--- config.mk ---
export PLATFORM = sky130hd
export DESIGN_NAME = id_ex_stage_reg
export DESIGN_NICKNAME = d
export VERILOG_FILES = /design/src/rtl/id_ex_stage_reg.sv
export SDC_FILE = /design/constraint.sdc
export NUM_CORES = 1
export LEC_CHECK = 0
export BUFFER_PORTS_ARGS = -buffer_cell sky130_fd_sc_hd__buf_2
export CAP_MARGIN = 20
export CORE_AREA = 2 2 148 150
export DETAILED_ROUTE_END_ITERATION = 8
export DIE_AREA = 0 0 150 152
export PLACE_DENSITY = 0.79
export SYNTH_ARGS = -nofsm -noshare
export SYNTH_HDL_FRONTEND = slang
export SYNTH_SLANG_ARGS = --single-unit
--- constraint.sdc ---
create_clock -name CLK -period 2.6 [get_ports CLK]
set_input_delay 0.39 -clock CLK [delete_from_list [all_inputs] [get_ports CLK]]
set_output_delay 0.39 -clock CLK [all_outputs]
set_load 0.02 [all_outputs]
--- src/rtl/id_ex_stage_reg.sv ---
// ID/EX pipeline register: DEPTH stages carrying control, operands and register fields,
// with per-stage valid, FLUSH-over-STALL squash and saturating stall/flush event counters.
module id_ex_stage_reg #(
   parameter int unsigned CTRL_W   = 24,
   parameter int unsigned DATA_W   = 32,
   parameter int unsigned NUM_DATA = 4,
   parameter int unsigned RADDR_W  = 5,
   parameter int unsigned DEPTH    = 1,
   parameter int unsigned CNT_W    = 16
) (
   input  logic                         CLK,
   input  logic                         RESET_N,
   input  logic                         STALL,
   input  logic                         FLUSH,
   input  logic                         VALID_IN,
   input  logic [CTRL_W-1:0]            CTRL_IN,
   input  logic                         REG_WRITE_IN,
   input  logic [NUM_DATA*DATA_W-1:0]   DATA_IN,
   input  logic [RADDR_W-1:0]           RD_IN,
   input  logic [RADDR_W-1:0]           RS1_IN,
   input  logic [RADDR_W-1:0]           RS2_IN,
   input  logic                         CNT_CLR,
   output logic                         VALID_OUT,
   output logic [CTRL_W-1:0]            CTRL_OUT,
   output logic                         REG_WRITE_OUT,
   output logic [NUM_DATA*DATA_W-1:0]   DATA_OUT,
   output logic [RADDR_W-1:0]           RD_OUT,
   output logic [RADDR_W-1:0]           RS1_OUT,
   output logic [RADDR_W-1:0]           RS2_OUT,
   output logic [CNT_W-1:0]             STALL_CNT,
   output logic [CNT_W-1:0]             FLUSH_CNT
);

   localparam int unsigned OPS_W = NUM_DATA * DATA_W;

   if (DEPTH < 1 || DEPTH > 4) begin : g_bad_depth
      $error("id_ex_stage_reg: DEPTH must be in 1..4");
   end

   typedef struct packed {
      logic               valid;
      logic [CTRL_W-1:0]  ctrl;
      logic               reg_write;
      logic [OPS_W-1:0]   data;
      logic [RADDR_W-1:0] rd;
      logic [RADDR_W-1:0] rs1;
      logic [RADDR_W-1:0] rs2;
   } stage_t;

   stage_t             stage_q [DEPTH];
   stage_t             stage_d [DEPTH];
   logic [CNT_W-1:0]   stall_cnt_q, stall_cnt_d;
   logic [CNT_W-1:0]   flush_cnt_q, flush_cnt_d;

   // Bubbles carry zero control so they can never write memory or the register file.
   always_comb begin
      stage_d = stage_q;
      if (FLUSH) begin
         for (int k = 0; k < int'(DEPTH); k++) begin
            stage_d[k].valid     = 1'b0;
            stage_d[k].ctrl      = '0;
            stage_d[k].reg_write = 1'b0;
         end
      end else if (!STALL) begin
         stage_d[0].valid     = VALID_IN;
         stage_d[0].ctrl      = VALID_IN ? CTRL_IN : '0;
         stage_d[0].reg_write = VALID_IN & REG_WRITE_IN;
         stage_d[0].data      = DATA_IN;
         stage_d[0].rd        = RD_IN;
         stage_d[0].rs1       = RS1_IN;
         stage_d[0].rs2       = RS2_IN;
         for (int k = 1; k < int'(DEPTH); k++) begin
            stage_d[k] = stage_q[k-1];
         end
      end
   end

   // Saturating event counters; clear beats a same-cycle increment.
   always_comb begin
      stall_cnt_d = stall_cnt_q;
      flush_cnt_d = flush_cnt_q;
      if (CNT_CLR) begin
         stall_cnt_d = '0;
         flush_cnt_d = '0;
      end else begin
         if (STALL && !FLUSH && (stall_cnt_q != {CNT_W{1'b1}})) begin
            stall_cnt_d = stall_cnt_q + CNT_W'(1);
         end
         if (FLUSH && (flush_cnt_q != {CNT_W{1'b1}})) begin
            flush_cnt_d = flush_cnt_q + CNT_W'(1);
         end
      end
   end

   always_ff @(posedge CLK or negedge RESET_N) begin
      if (!RESET_N) begin
         for (int k = 0; k < int'(DEPTH); k++) begin
            stage_q[k] <= '0;
         end
         stall_cnt_q <= '0;
         flush_cnt_q <= '0;
      end else begin
         stage_q     <= stage_d;
         stall_cnt_q <= stall_cnt_d;
         flush_cnt_q <= flush_cnt_d;
      end
   end

   assign VALID_OUT     = stage_q[DEPTH-1].valid;
   assign CTRL_OUT      = stage_q[DEPTH-1].ctrl;
   assign REG_WRITE_OUT = stage_q[DEPTH-1].reg_write;
   assign DATA_OUT      = stage_q[DEPTH-1].data;
   assign RD_OUT        = stage_q[DEPTH-1].rd;
   assign RS1_OUT       = stage_q[DEPTH-1].rs1;
   assign RS2_OUT       = stage_q[DEPTH-1].rs2;
   assign STALL_CNT     = stall_cnt_q;
   assign FLUSH_CNT     = flush_cnt_q;

endmodule

==> metrics <==
Final Hold Viols=0; Die H=~150 um; reg2reg start=FLUSH_CNT[0]; Register-to-Register Path Depth=5; critical path startpoint category=flop; Detail Placement HPWL=between 15000 and 20000 um; HP Start=CTRL_IN[3]; cell area after placement=approximately 0.010 mm2; CP arrival=approximately 2.3 ns; input/output buffers=around 370; WHS Endpoint=CTRL_OUT[3]; flop and latch count out of synthesis=~200; CTS max path bufs=3; Core Footprint=0.0214 mm2; via/cell ratio=about 5; Max Clock Skew=0.00871 ns; Post-Syn Nets=roughly 740; Mapped Avg Cell Area=14.2 um2; CP max stage delay=around 0.52 ns; synthesis-to-layout area growth=38.4%; FF-to-FF End=FLUSH_CNT[12]; worst hold path depth=2; post_cts resized=0; TritonRoute pass-1 iters=4; drt drc=0; number of synthesized flops with an enable pin=0; Non-Filler Instances=between 1000 and 1500; num ports=approximately 380; ys flop type=dfrtp_1; fmax=about 0.52 GHz; Initial DRC Count=approximately 300; dpl cells=roughly 1200; ANT nets after route=0; max-slew violation count=0; endpoint class of the critical path=flop; status=finished, final reports clean; CTS tree=yes; crit share post-route=73.5%; die area=around 0.023 mm2; max_slew headroom=between 40 and 50%; synthesized area=roughly 0.008 mm2; vias in the first global route=roughly 6500; starting density of the core=between 30% and 40%; # H-tree levels=1; CTS Buf Count=23; crit path time final=between 1.5 and 2 ns; Cells after Synth=~560; critical path data required time=approximately 3 ns; Root Buffer=clkbuf_16; row cnt=54; worst reg-to-reg setup slack=0.69 ns; Yosys Warn Count=0; post-route cell area=about 0.011 mm2; Tot Pwr=8.50 mW; drt wl/cell=17.3 um; Pleak=~5.4 nW; CP max stage cell=or4_1; WS Path Type=flop to flop; grt ovf=0; # Max-Cap Violations=0; clk sinks=approximately 200; Total GRT Usage=about 18%; post-synthesis sequential area ratio=62.7%; Peak VDD IR=approximately 500 uV; CP Launch Point=FLUSH_CNT[0]; die span in x=roughly 150 um; clock-pin slew on the worst setup and hold paths=roughly 0.060 ns; GPL Wtd Cong=0.819; Worst-Margin Slew=between 0.7 and 0.8 ns; fillers=1858; Cell Pwr Density=roughly 770 mW/mm2; Nets=around 1100; worst hold slack=between 0.1 and 0.15 ns; Vias=between 6000 and 7000; layout cell share with drive strength beyond 1=60.6%; RSZ-0062 raised after global routing=no; largest net degree at the start of global routing=74; Clock Latency Late Sink=0.50 ns; initial antenna violation count=0; n_diodes=0; crit-path cells=ha_1 -> and2_0 -> nand4_1 -> or4_1 -> a21oi_1; Hold Path Class=input pin to flop; crit-path max FO=6; ys async rst share=100%; total negative setup slack=0 ns; first-pass GRT wire length=roughly 34000 um; Netlist cell types=43; Final Routed Wirelength=approximately 22000 um; Final Setup Violations=0
synth_stat cells, drive strengths merged (2+ instances only):
master / number / area share (%)
o21ai: 5 / 0.31
a211oi: 2 / 0.19
a22o: 25 / 2.7
a21boi: 2 / 0.19
a21oi: 19 / 1.2
o31ai: 12 / 1.1
dfrtp: 201 / 63
and2: 3 / 0.23
ha: 2 / 0.31
or4: 13 / 1.3
nor3: 6 / 0.37
buf: 11 / 0.69
nand3: 11 / 0.75
and3: 5 / 0.41
nor2: 14 / 0.66
or3: 4 / 0.33
or2: 2 / 0.16
nor4: 6 / 0.73
mux2i: 2 / 0.25
a31oi: 3 / 0.23
mux2: 149 / 21
nand4: 7 / 0.73
clkbuf: 16 / 0.75
inv: 5 / 0.23
nand2: 21 / 0.98
nor2b: 9 / 0.70
repair_timing:
item | 4_1_cts | 5_1_grt
endpoints found under the setup margin | 0 | 0
endpoints found under the hold margin | 66 | 0
buffers inserted | 0 | 0
hold buffers | 1 | 0
routing by layer:
layer	routed length, um	vias to the layer above	GRT usage (%)
met3	1750	56	5.44
li1	-	2853	-
met5	0	-	0
met4	686	0	6.69
met2	11000	281	31.7
met1	8090	3060	21.7
how the worst max path moves through the flow:
stage                    endpoint  slack (ns)  cells past startpoint
finish              FLUSH_CNT[12]        0.69                      5
global route        FLUSH_CNT[12]        0.55                      5
CTS                 FLUSH_CNT[12]        0.69                      5
detailed placement  FLUSH_CNT[12]        0.71                      5
global placement     STALL_CNT[9]        0.80                      5
floorplan           FLUSH_CNT[12]        0.77                      5
where the power goes:
group          switching, mW  total (mW)  internal (mW)
clock network           1.30        3.32           2.01
logic                  0.884        1.53          0.641
registers              0.183        3.66           3.48
total                   2.37        8.50           6.14
layout by cell type, fill, tap and decap left out, types with 4 or more instances in the layout:
cell type	count
nor3_1	6
inv_1	5
nor2_1	13
mux2_2	149
nor2b_1	8
nand4_1	6
nor4_1	4
or4_1	12
clkinvlp_4	4
o21ai_0	5
buf_2	373
a21oi_1	19
clkbuf_16	23
buf_4	11
clkbuf_8	4
and3_1	4
a22o_1	25
nand3_1	10
nand2_1	21
buf_12	4
o31ai_1	12
dfrtp_1	201
worst max-delay path: cells and delay by family (launching register included):
kind,cells,cell delay [ns]
compound gates,1,0.15
fa+ha+maj,1,0.22
flops,1,0.39
simple gates,3,1.07
per-stage QoR:
stage          utilization (%)  worst slack (ns)
2_1_floorplan                -             0.771
3_3_place_gp              48.3             0.801
3_5_place_dp              48.3             0.712
4_1_cts                   52.0             0.695
5_1_grt                   52.0             0.550
6_report                  52.0             0.690
flip-flops by register name, summed over array words and instances (netlist names):
register and cells:
STALL_CNT 16, REG_WRITE_OUT 1, DATA_OUT 128, CTRL_OUT 24, FLUSH_CNT 16, RD_OUT 5
RS2_OUT 5, RS1_OUT 5, VALID_OUT 1
cells by family after synthesis:
family	Yosys count	synth area share (%)
AND/OR/NAND/NOR	103	7.55
adder cells (fa/ha/maj)	2	0.312
buffers and inverters	32	1.67
multiplexers	151	21.2
AO/OA/AOI/OAI	74	6.61
flip-flops	201	62.7
final cells by class:
type / count / area [um2] / share of cell area, %
clock buffers: 28 / 624 / 5.62
flip-flops and latches: 201 / 5030 / 45.3
repair buffers: 390 / 2050 / 18.5
inverters: 5 / 18.8 / 0.169
multi-input cells: 330 / 2870 / 25.8
clock inverters: 12 / 160 / 1.44
well taps: 280 / 350 / 3.15
Note: power is estimated with default switching activity, not from simulation.
